==> src/rtl/seg7_pkg.sv <==
// Shared constants and buffer type for the seven-segment scan driver.
// Segment order is {g,f,e,d,c,b,a}; every pattern is active-low.
package seg7_pkg;

  // Edit this to match the top-level NUM_DIGITS; it sizes the buffer struct.
  localparam int unsigned NUM_DIGITS = 4;

  localparam logic [6:0] SEG_OFF = 7'h7F;
  localparam logic [6:0] SEG_0   = 7'h40;
  localparam logic [6:0] SEG_1   = 7'h79;
  localparam logic [6:0] SEG_2   = 7'h24;
  localparam logic [6:0] SEG_3   = 7'h30;
  localparam logic [6:0] SEG_4   = 7'h19;
  localparam logic [6:0] SEG_5   = 7'h12;
  localparam logic [6:0] SEG_6   = 7'h02;
  localparam logic [6:0] SEG_7   = 7'h78;
  localparam logic [6:0] SEG_8   = 7'h00;
  localparam logic [6:0] SEG_9   = 7'h10;
  localparam logic [6:0] SEG_A   = 7'h08;
  localparam logic [6:0] SEG_B   = 7'h03;
  localparam logic [6:0] SEG_C   = 7'h46;
  localparam logic [6:0] SEG_D   = 7'h21;
  localparam logic [6:0] SEG_E   = 7'h06;
  localparam logic [6:0] SEG_F   = 7'h0E;

  typedef struct packed {
    logic [4*NUM_DIGITS-1:0] value;
    logic [NUM_DIGITS-1:0]   dp_mask;
    logic [NUM_DIGITS-1:0]   blank_mask;
  } disp_buf_t;

endpackage

==> src/rtl/seg7_scan_driver_if.sv <==
// Display-side bundle of the scan driver: buffer load inputs and pin outputs.
interface seg7_scan_driver_if #(
  parameter int unsigned NUM_DIGITS = 4
);
  logic                    enable;
  logic                    load;
  logic [4*NUM_DIGITS-1:0] value;
  logic [NUM_DIGITS-1:0]   dp_mask;
  logic [NUM_DIGITS-1:0]   blank_mask;
  logic                    lzs_en;
  logic [6:0]              seg;
  logic                    dp;
  logic [NUM_DIGITS-1:0]   an;
  logic                    frame_done;
  logic                    pending;

  modport master (
    output enable, load, value, dp_mask, blank_mask, lzs_en,
    input  seg, dp, an, frame_done, pending
  );

  modport slave (
    input  enable, load, value, dp_mask, blank_mask, lzs_en,
    output seg, dp, an, frame_done, pending
  );
endinterface

==> src/rtl/hex7seg_decode.sv <==
// Combinational hex nibble to active-low seven-segment pattern.
module hex7seg_decode
  import seg7_pkg::*;
(
  input  logic [3:0] nibble,
  output logic [6:0] seg
);

  always_comb begin
    seg = SEG_OFF;
    unique case (nibble)
      4'h0: seg = SEG_0;
      4'h1: seg = SEG_1;
      4'h2: seg = SEG_2;
      4'h3: seg = SEG_3;
      4'h4: seg = SEG_4;
      4'h5: seg = SEG_5;
      4'h6: seg = SEG_6;
      4'h7: seg = SEG_7;
      4'h8: seg = SEG_8;
      4'h9: seg = SEG_9;
      4'hA: seg = SEG_A;
      4'hB: seg = SEG_B;
      4'hC: seg = SEG_C;
      4'hD: seg = SEG_D;
      4'hE: seg = SEG_E;
      4'hF: seg = SEG_F;
    endcase
  end

endmodule

==> src/rtl/seg7_scan_driver.sv <==
// Multiplexed common-anode display driver with double-buffered frame update,
// blanking, decimal points, leading-zero suppression and anti-ghost dead time.
module seg7_scan_driver #(
  parameter int unsigned NUM_DIGITS  = seg7_pkg::NUM_DIGITS,
  parameter int unsigned REFRESH_DIV = 50000,
  parameter int unsigned BLANK_CYC   = 16
) (
  input logic          clk,
  input logic          rst_n,
  seg7_scan_driver_if.slave bus
);
  import seg7_pkg::*;

  localparam int unsigned CntW = (REFRESH_DIV > 1) ? $clog2(REFRESH_DIV) : 1;
  localparam int unsigned DigW = (NUM_DIGITS > 1) ? $clog2(NUM_DIGITS) : 1;
  localparam logic [CntW-1:0] CntMax   = CntW'(REFRESH_DIV - 1);
  localparam logic [CntW-1:0] BlankCyc = CntW'(BLANK_CYC);
  localparam logic [DigW-1:0] DigMax   = DigW'(NUM_DIGITS - 1);

  logic [CntW-1:0]       cnt_q, cnt_d;
  logic [DigW-1:0]       digit_q, digit_d;
  disp_buf_t             shadow_q, shadow_d;
  disp_buf_t             active_q, active_d;
  logic                  pending_q, pending_d;
  logic [6:0]            seg_q;
  logic                  dp_q;
  logic [NUM_DIGITS-1:0] an_q, an_d;
  logic                  frame_done_q;

  disp_buf_t             in_buf;
  logic                  tick, wrap;
  logic [3:0]            nibble;
  logic [6:0]            seg_dec;
  logic                  dp_bit, blank_bit, lead_zero, dark;
  logic [NUM_DIGITS-1:0] an_sel;

  assign in_buf = '{value: bus.value, dp_mask: bus.dp_mask, blank_mask: bus.blank_mask};
  assign tick   = bus.enable && (cnt_q == CntMax);
  assign wrap   = tick && (digit_q == DigMax);

  always_comb begin
    cnt_d     = cnt_q;
    digit_d   = digit_q;
    shadow_d  = shadow_q;
    active_d  = active_q;
    pending_d = pending_q;

    if (!bus.enable) begin
      cnt_d   = '0;
      digit_d = '0;
    end else if (tick) begin
      cnt_d   = '0;
      digit_d = wrap ? '0 : digit_q + 1'b1;
    end else begin
      cnt_d = cnt_q + 1'b1;
    end

    if (bus.load) shadow_d = in_buf;

    // While idle, or on a load that lands on the wrap tick, bypass the shadow.
    if (!bus.enable) begin
      if (bus.load) begin
        active_d  = in_buf;
        pending_d = 1'b0;
      end
    end else if (wrap) begin
      active_d  = bus.load ? in_buf : shadow_q;
      pending_d = 1'b0;
    end else if (bus.load) begin
      pending_d = 1'b1;
    end
  end

  // Digit mux plus leading-zero scan from the most significant digit down.
  always_comb begin
    nibble    = 4'h0;
    dp_bit    = 1'b0;
    blank_bit = 1'b0;
    lead_zero = 1'b1;
    an_sel    = '0;
    for (int i = 0; i < NUM_DIGITS; i++) begin
      if (DigW'(i) == digit_q) begin
        nibble    = active_q.value[4*i +: 4];
        dp_bit    = active_q.dp_mask[i];
        blank_bit = active_q.blank_mask[i];
        an_sel[i] = 1'b1;
      end
      if ((DigW'(i) >= digit_q) && (active_q.value[4*i +: 4] != 4'h0)) lead_zero = 1'b0;
    end
    dark = blank_bit || (bus.lzs_en && lead_zero && (digit_q != '0));
    an_d = (bus.enable && (cnt_q >= BlankCyc)) ? ~an_sel : '1;
  end

  hex7seg_decode u_decode (
    .nibble (nibble),
    .seg    (seg_dec)
  );

  always_ff @(posedge clk or negedge rst_n) begin
    if (!rst_n) begin
      cnt_q        <= '0;
      digit_q      <= '0;
      shadow_q     <= '0;
      active_q     <= '0;
      pending_q    <= 1'b0;
      seg_q        <= SEG_OFF;
      dp_q         <= 1'b1;
      an_q         <= '1;
      frame_done_q <= 1'b0;
    end else begin
      cnt_q        <= cnt_d;
      digit_q      <= digit_d;
      shadow_q     <= shadow_d;
      active_q     <= active_d;
      pending_q    <= pending_d;
      seg_q        <= dark ? SEG_OFF : seg_dec;
      dp_q         <= dark | ~dp_bit;
      an_q         <= an_d;
      frame_done_q <= wrap;
    end
  end

  assign bus.seg        = seg_q;
  assign bus.dp         = dp_q;
  assign bus.an         = an_q;
  assign bus.frame_done = frame_done_q;
  assign bus.pending    = pending_q;

endmodule

==> src/flat_wrapper.sv <==
// flat-port wrapper written by rule: the top's interface ports become plain ports
module seg7_scan_driver_flat import seg7_pkg::*;
#(
  parameter int unsigned NUM_DIGITS  = seg7_pkg::NUM_DIGITS,
  parameter int unsigned REFRESH_DIV = 50000,
  parameter int unsigned BLANK_CYC   = 16
)
  (clk, rst_n, bus_enable, bus_load, bus_value, bus_dp_mask, bus_blank_mask, bus_lzs_en, bus_seg, bus_dp, bus_an, bus_frame_done, bus_pending);
  seg7_scan_driver_if #(.NUM_DIGITS(NUM_DIGITS)) bus_i ();
  input logic clk;
  input logic rst_n;
  input wire logic [$bits(bus_i.enable)-1:0] bus_enable;
  input wire logic [$bits(bus_i.load)-1:0] bus_load;
  input wire logic [$bits(bus_i.value)-1:0] bus_value;
  input wire logic [$bits(bus_i.dp_mask)-1:0] bus_dp_mask;
  input wire logic [$bits(bus_i.blank_mask)-1:0] bus_blank_mask;
  input wire logic [$bits(bus_i.lzs_en)-1:0] bus_lzs_en;
  output wire logic [$bits(bus_i.seg)-1:0] bus_seg;
  output wire logic [$bits(bus_i.dp)-1:0] bus_dp;
  output wire logic [$bits(bus_i.an)-1:0] bus_an;
  output wire logic [$bits(bus_i.frame_done)-1:0] bus_frame_done;
  output wire logic [$bits(bus_i.pending)-1:0] bus_pending;
  assign bus_i.enable = bus_enable;
  assign bus_i.load = bus_load;
  assign bus_i.value = bus_value;
  assign bus_i.dp_mask = bus_dp_mask;
  assign bus_i.blank_mask = bus_blank_mask;
  assign bus_i.lzs_en = bus_lzs_en;
  assign bus_seg = bus_i.seg;
  assign bus_dp = bus_i.dp;
  assign bus_an = bus_i.an;
  assign bus_frame_done = bus_i.frame_done;
  assign bus_pending = bus_i.pending;
  seg7_scan_driver #(.NUM_DIGITS(NUM_DIGITS), .REFRESH_DIV(REFRESH_DIV), .BLANK_CYC(BLANK_CYC)) u_core (.clk(clk), .rst_n(rst_n), .bus(bus_i));
endmodule
==> config.mk <==
export PLATFORM = sky130hd
export DESIGN_NAME = seg7_scan_driver_flat
export DESIGN_NICKNAME = d
export VERILOG_FILES = /design/src/rtl/seg7_pkg.sv /design/src/rtl/seg7_scan_driver_if.sv /design/src/rtl/hex7seg_decode.sv /design/src/rtl/seg7_scan_driver.sv /design/src/flat_wrapper.sv
export SDC_FILE = /design/constraint.sdc
export NUM_CORES = 1
export LEC_CHECK = 0
export ABC_AREA = 1
export CAP_MARGIN = 30
export CORE_UTILIZATION = 50
export DETAILED_ROUTE_END_ITERATION = 8
export PLACE_DENSITY = 0.7
export SYNTH_ARGS = -nofsm -noshare
export SYNTH_HDL_FRONTEND = slang
export SYNTH_SLANG_ARGS = --single-unit
==> constraint.sdc <==
create_clock -name clk -period 3.3 [get_ports clk]
set_input_delay 0.66 -clock clk [delete_from_list [all_inputs] [get_ports clk]]
set_output_delay 0.66 -clock clk [all_outputs]
set_load 0.01 [all_outputs]
**After elaboration in Yosys (flattened, before gate mapping)**

Memories as Yosys holds them, arrays and structs flattened.
Index checks and enable logic that the tools add are counted.
Widths: inputs -> output; s select.

- Add/sub/neg operators: 2
- Order comparisons: 5
- Equality and inequality tests: 7
- Muxes and demuxes: 35
- Bitwise gates (word level): 3
- Reductions and logical operators: 20

Operator list:

| kind | count |
|---|---|
| $mux 24 | 4 |
| $mux 16 | 2 |
| $mux 1 | 20 |
| $mux 4 | 5 |
| $add 16x1->16 const B | 1 |
| $eq 16x16->1 const B | 1 |
| $ge 16x5->1 const B | 1 |
| $reduce_bool 4->1 | 4 |
| $logic_and 1x1->1 | 9 |
| $mux 7 | 1 |
| $mux 2 | 3 |
| $reduce_bool 2->1 | 3 |
| $eq 2x2->1 const A | 2 |
| $ge 1x2->1 const A | 2 |
| $ge 2x2->1 const A | 2 |
| $ne 2x1->1 const B | 2 |
| $not 4->4 | 1 |
| $reduce_and 2->1 | 2 |
| $add 2x1->2 const B | 1 |
| $eq 1x2->1 const A | 1 |
| $eq 2x2->1 const B | 1 |
| $logic_not 2->1 | 1 |
| $logic_or 1x1->1 | 1 |
| $not 1->1 | 1 |
| $or 1x1->1 | 1 |

- Register bits after elaboration: 80
- Memory bits (read-only): 112
- Bits of input ports: 29
- Output and inout port bits: 14
- Word-level logic and storage cells: 86
- Memories kept: 1

Memories:

| memory | depth | bits a word | read ports | clocked after memory_dff | wr ports | RTL line | text |
|---|---|---|---|---|---|---|---|
| (name not given) | 16 | 7 | 1 | 0 | 0 | hex7seg_decode.sv:11 | `unique case (nibble)` |

**Depth between registers and ports, before layout**

Gate-level depths: netlist (run 1).

- Depth in word-level cells: 10
- Mapped depth: 15
- Gate-level depth less buffers: 15

**Cells and area by module**

Synthesis (run 1) repeated with hierarchy kept, for this count alone.

- Cells, all modules: 530
- Area total of the unflattened synthesis: 4157.7 um^2

By module, submodules not included:

| module | instances | cells an instance | area each (um^2) | sequential area each (um^2) |
|---|---|---|---|---|
| seg7_scan_driver | 1 | 481 | 3883.7 | 2016.9 |
| hex7seg_decode | 1 | 49 | 274.0 | 0.0 |

**Worst setup path after synthesis (run 1)**

No wires, ideal clock.

- Path kind: reg-to-reg
- Start point: reg u_core.digit_q[0]
- End point: reg u_core.seg_q[1] (netlist: u_core.bus.seg[1])
- Setup time: 0.077 ns
- Arrival time: 1.793 ns
- Data required time: 3.223 ns
- Slack: 1.429 ns
- Stages on the path, launching flop included: 15
- Buffers on the path: 0
- Period minus slack after synthesis: 1.871 ns
- Cell sequence: dfrtp_1 inv_1 ha_1 inv_1 nor2_1 nand2_1 nand2_1 nand2_1 nand2_1 nand2_1 ha_1 nand3_1 nor2_1 nor2_1 nand2_1

- Longest elaborated chain between the ends: 10
- Elaborated cells on any way between the ends: 30
- Those cells by class: order compare (4); eq/ne (3); mux (13); reduce/logical (9); memory (1)

Ends and longest elaborated chain:

| what | RTL line | text |
|---|---|---|
| start: declaration | seg7_scan_driver.sv:21 | `logic [DigW-1:0] digit_q, digit_d;` |
| start signal: assignment | seg7_scan_driver.sv:112 | `digit_q <= digit_d;` |
| branches (longest 9 deep; another with $mem_v2 16x7) | - |  |
| $mux 7 (*) | seg7_scan_driver.sv:116 | `seg_q <= dark ? SEG_OFF : seg_dec;` |
| end signal: assignment | seg7_scan_driver.sv:116 |  |
| end: declaration | seg7_scan_driver.sv:25 | `logic [6:0] seg_q;` |

Mark *: on every way between the ends.
A chain may end at the register's enable or synchronous reset.

**Worst setup path in the final report (run 1)**

- Start point: reg u_core.digit_q[0]
- End point: reg u_core.seg_q[3] (netlist: u_core.bus.seg[3])

The elaborated chain is that of the path after synthesis.

==> results of run 1 <==
## routing by layer
| metal | routed length (um) | global-route usage, % | part of all wire [%] | up-vias |
|---|---|---|---|---|
| met3 | 306 | 4.51 | 3.5 | 7 |
| met4 | 77 | 6.03 | 0.88 | 0 |
| li1 | - | - | - | 1878 |
| met1 | 4360 | 30.8 | 50 | 1691 |
| met2 | 3990 | 33.7 | 46 | 76 |
| met5 | 0 | 0 | 0 | - |
## worst max-delay path: cells and delay by family, from the launching register on
kind                     cells  cell delay [ps]
AND/OR/NAND/NOR              7              860
buffers and inverters        2              370
flip-flops                   1              430
adder cells (fa/ha/maj)      2              650
## worst min path at each step
stage,startpoint,to
detailed placement,u_core.active_q[7]$_DFFE_PN0P_,u_core.bus.dp$_DFF_PN1_
global route,rst_n,u_core.cnt_q[9]$_DFF_PN0_
finish,rst_n,u_core.cnt_q[9]$_DFF_PN0_
global placement,u_core.active_q[7]$_DFFE_PN0P_,u_core.bus.dp$_DFF_PN1_
CTS,rst_n,u_core.cnt_q[9]$_DFF_PN0_
floorplan,rst_n,u_core.active_q[0]$_DFFE_PN0P_
## placed cells by master (no fill, tap or decap), types with 5 or more instances in the layout
cell type,count
a21oi_1,37
dfstp_2,12
ha_1,13
o21ai_0,31
nand4_1,5
inv_1,59
clkbuf_8,9
nand2_1,165
clkdlybuf4s50_1,41
nor3_1,7
nor2_1,68
dfrtp_1,68
nand3_1,58
## through the flow
step	setup WS [ps]	utilization (%)	cells
2_1_floorplan	1430	-	571
3_3_place_gp	853	57.4	698
3_5_place_dp	777	57.7	699
4_1_cts	923	60.7	715
5_1_grt	697	60.7	715
6_report	910	60.7	715
## flip-flops by register name, summed over array words and instances, names as in the netlist
signal,flops
u_core.active_q,24
u_core.shadow_q,24
u_core.cnt_q,16
u_core.bus.seg,7
u_core.bus.an,4
u_core.digit_q,2
u_core.bus.dp,1
u_core.bus.frame_done,1
u_core.bus.pending,1
## where the power goes
part           total, W  internal (W)  switching (W)
registers       0.00114       0.00109      0.0000510
logic          0.000399      0.000174       0.000225
clock network  0.000870      0.000504       0.000367
total           0.00241       0.00177       0.000643
## final cells by class
type                    instances  area, um^2
fillers                       765        3250
clock buffers                   9         124
well taps                     105         131
clock inverters                 7         119
multi-input cells             405        1900
flip-flops and latches         80        2020
inverters                      62         233
repair buffers                 47         488
## logic make-up after synthesis
group	count (synthesis)	synth area share, %
DFF	80	47.3
xor gates and xnor gates	4	0.821
buffers and inverters	86	8.24
and+or+nand+nor	314	30.8
adders and majority gates	13	3.81
AOI/OAI and AO/OA	74	9.03
==> metrics.cfg, run 1 <==
[status]
status=complete, no violations

[critical_path]
end_kind=flop
crit_start=u_core.digit_q[0]$_DFFE_PN0P_
slowest_delay_ps=440
r2r-end=u_core.bus.seg[3]$_DFF_PN1_
crit_required_ps=3570
r2r_setup_slack_ps=910
critPathSlowestCell=ha_1
critPathMaxFanout=12
cp_cell_sequence=inv_1 > ha_1 > inv_1 > or2_2 > nand3_1 > nand2_1 > ha_1 > nand3_1 > nand2_1 > nand2_1 > nand3_1
crit_type=flop to flop
timing.rr.start=u_core.digit_q[0]$_DFFE_PN0P_
endpoint=u_core.bus.seg[3]$_DFF_PN1_
cp-start-kind=flop
crit_arrival_ps=2660
reg2regPathDepth=11

[cts]
cts_root_buf=clkbuf_8
post_cts_resized=0
cts.sinks=80
cts_setup_buffers=0
htreeDepth=3
clk_pin_slew_ps=80
clk_latency_ps=350
cts_buffers=9
cts_tree=built
cts_max_path_buffers=2
cts-hold-fix-buffers=0

[timing]
maxSlewHeadroom_pct=53.9
fin_crit_sh_pct=72.4
rsz0062_at_grt=no
fin_skew_ps=11.2
setup_viol=0
slew_violations=0
whs_ps=205
hold_violations=0
finalSetupTns_ps=0
max_freq_mhz=418
tightest_slew_ps=689
fin_crit_ps=2390

[route]
wl_um=8740
drtIter0Drc=172
postRouteAntennaNets=0
num_vias=3652
firstDrtPassIters=4
drc=0
vias_per_cell=5.11
routed_wire_length_per_instance_um=12.2

[finish]
fin_nets=647
area_growth_syn_to_layout_pct=17.4
final_cell_area_um2=5010
n_antenna_cell=0
drive_gt1_share_pct=7.38

[worst_hold_path]
min-delay-path-class=input pin to async pin

[placed_design]
gp_congestion=0.857
placed_area_um2=4770
place_hpwl_um=6370
portBuffers=42

[grt]
grt_pass1_vias=3284
grt_pass1_wl_um=15200
track_usage_pct=21.7
antenna_found_initial=0
overflow=0
grt_max_degree=56

[die]
core_um2=8260
rows=33
initial_core_util_pct=51.7
die_w_um=94.4
die_h_um=94.4
die-area_um2=8910
io_pins=43

[logic_synthesis]
ys.flop_type=dfrtp_1
synth.top_cell.area_share_pct=39.9
synth_area_per_cell_um2=7.47
synth_edf_count=0
synth_area_leaders=dfrtp_1 40%, nand2_1 15%, dfstp_2 7.4%
ys_seq_area_share_pct=47.3
synth_nets=613
synth_cell_types=29
synth_commonest_cells=165 x nand2_1, 68 x dfrtp_1, 68 x nor2_1
yosysTopAreaCell=dfrtp_1
ys_ff_latch=80
syn_inst=571
yosys.cell_count.top_type=nand2_1
ys_async_sr_fraction_pct=100
synth_warnings=0
synth_area_um2=4270

[pwr]
cellPowerDensity_nw_per_um2=482
power_w=0.00241
ir_drop_mv=0.278
leakage_nw=2.42

[run]
cap_viol_max_count=0

Power figures use the tool's default switching activity.
==> run 2, diff against run 1 <==
clock period = 2.2 ns   (was 3.3 ns; I/O delays follow)
==> run 2 against run 1 <==
Clock skew barely moved; clock power rose by 37%; fmax rose by 18%; die area did not move; non-clock buffer count rose by 7; flip-flop and latch count did not move; largest power group unchanged; highest routed layer unchanged.
==> metrics.cfg, run 2 (same netlist as run 1, synthesis figures left out) <==
[route]
firstDrtPassIters=5  ; +1
wl_um=9260  ; +5.9%
drtIter0Drc=202  ; +17%
routed_wire_length_per_instance_um=12.8  ; +5.0%
drc=0  ; unchanged
postRouteAntennaNets=0  ; unchanged
vias_per_cell=5.14  ; +0.72%
num_vias=3709  ; +1.6%

[critical_path]
critPathSlowestCell=dfrtp_1
crit_top_cell=nand2_1
crit_buf_inv=2  ; unchanged
cp_cell_sequence=inv_2 > ha_2 > inv_1 > nor2_2 > nand2_1 > nand2_1 > nand2_1 > nand2_1 > nand2_2 > ha_1 > nand3_1 > nor2_1 > nor2_1 > nand2_1
cp-start-kind=flop
critPathMaxFanout=5  ; -7
crit_required_ps=2500  ; -1070 ps
crit_arrival_ps=2330  ; -330 ps
crit_type=flop to flop
slowest_delay_ps=430  ; about the same
end_kind=flop
cp_top_family=simple AND/OR/NAND/NOR gates

[cts]
htreeDepth=3  ; unchanged
cts_max_path_buffers=2  ; unchanged
cts_tree=built
cts_root_buf=clkbuf_8
cts_setup_buffers=0  ; unchanged
cts.sinks=80  ; unchanged
clk_pin_slew_ps=80  ; about the same
cts_buffers=9  ; unchanged
clk_latency_ps=350  ; about the same

[finish]
drive_gt1_share_pct=9.25  ; +1.9 points
n_antenna_cell=0  ; unchanged
layout_commonest_cell=nand2_1
utilization_pct=61.4  ; +0.74 points
area_growth_syn_to_layout_pct=18.9
fin_nets=654  ; +1.1%
reg.largest.list=u_core.active_q: 24 flops, u_core.shadow_q: 24 flops, u_core.cnt_q: 16 flops
layout_common_cells=164 x nand2_1, 68 x dfrtp_1, 67 x nor2_1

[timing]
hold_violations=0  ; unchanged
fin_crit_ps=2030  ; -356 ps
max_freq_mhz=492  ; +18%
tightest_slew_ps=556  ; -133 ps
finalSetupTns_ps=0  ; unchanged
setup_viol=0  ; unchanged
slew_violations=0  ; unchanged
fin_skew_ps=10.7  ; -0.459 ps
maxSlewHeadroom_pct=62.9  ; +9.0 points
fin_crit_sh_pct=92.5  ; +20 points

[grt]
overflow=0  ; unchanged
track_usage_pct=22.4  ; +0.69 points
grt_max_degree=57  ; +1.8%
grt_pass1_wl_um=15600  ; +2.5%
grt_pass1_vias=3496  ; +6.5%
antenna_found_initial=0  ; unchanged

[run]
cap_viol_max_count=0  ; unchanged

[die]
die_h_um=94.4  ; unchanged
io_pins=43  ; unchanged
initial_core_util_pct=51.7  ; unchanged
die_w_um=94.4  ; unchanged
die-area_um2=8910  ; unchanged
rows=33  ; unchanged
core_um2=8260  ; unchanged

[placed_design]
portBuffers=42  ; unchanged
gp_congestion=0.898  ; +4.8%
place_hpwl_um=6640  ; +4.2%

[pwr]
seqPwrFrac_pct=48.8  ; +1.4 points
switching_power_w=0.000954  ; +48%
ir_drop_mv=0.329  ; +18%
cellPowerDensity_nw_per_um2=695  ; +44%
leakage_nw=2.45  ; +1.3%
power_frac_clock_pct=33.9  ; -2.2 points
switching_share_pct=27.1  ; +0.43 points
intPower_w=0.00257  ; +45%
comb_power_share_pct=17.3  ; +0.7 points

[worst_hold_path]
min-delay-path-class=flop to flop

[status]
status=complete, no violations

==> run 2: final cells by class <==
class | count | area (um^2)
Fill cell | 757 | 3190
Sequential cell | 80 | 2020
Multi-Input combinational cell | 405 | 1910
Tap cell | 105 | 131
Inverter | 62 | 233
Timing Repair Buffer | 54 | 561
Clock inverter | 5 | 81.3
Clock buffer | 10 | 138
==> run 2: final timing paths <==
path                                                start                            to  slack, ps  cells after the start
max                         u_core.digit_q[0]$_DFFE_PN0P_   u_core.bus.seg[1]$_DFF_PN1_        170                     14
min                        u_core.active_q[7]$_DFFE_PN0P_       u_core.bus.dp$_DFF_PN1_        460                      1
max reg2reg                 u_core.digit_q[0]$_DFFE_PN0P_   u_core.bus.seg[1]$_DFF_PN1_        170                     14
min reg2reg                u_core.active_q[7]$_DFFE_PN0P_       u_core.bus.dp$_DFF_PN1_        460                      1
max in group asynchronous                           rst_n  u_core.shadow_q[8]$_DFF_PN0_       1070                      3
min in group asynchronous                           rst_n     u_core.cnt_q[5]$_DFF_PN0_        520                      2
==> run 2: power by group through the flow <==
| stage | logic [W] | registers, W | clock network, W |
|---|---|---|---|
| CTS | 0.000615 | 0.00172 | 0.00123 |
| detailed placement | 0.000610 | 0.00175 | 0 |
| finish | 0.000611 | 0.00172 | 0.00119 |
| global route | 0.000697 | 0.00174 | 0.00128 |
| global placement | 0.000596 | 0.00175 | 0 |
| floorplan | 0.000347 | 0.00174 | 0 |
==> run 2: repair_timing <==
action | in CTS | in global routing
endpoints found under the hold margin | 12 | 0
resized for setup | 0 | 7
hold buffers | 1 | 0
endpoints found under the setup margin | 0 | 7
==> run 2: stage by stage <==
stage / instance area (um^2) / setup WS (ps) / cells / hold WS (ps) / total power, W
final: 5070 / 166 / 721 / 457 / 0.00353
after detailed placement: 4830 / 81.3 / 705 / 369 / 0.00236
after CTS: 5060 / 46.7 / 721 / 460 / 0.00357
after floorplan: 4270 / 329 / 571 / 144 / 0.00209
after global placement: 4830 / 173 / 705 / 363 / 0.00234
after global routing: 5070 / -7.73 / 721 / 481 / 0.00371
==> run 2: layer usage <==
layer  track usage [%]  up-vias  part of all wire (%)
met5                 0        -                     0
met4              10.9        0                   2.3
met3              2.90       21                   3.7
met2              36.0       93                    45
met1              30.0     1709                    49
li1                  -     1886                     -
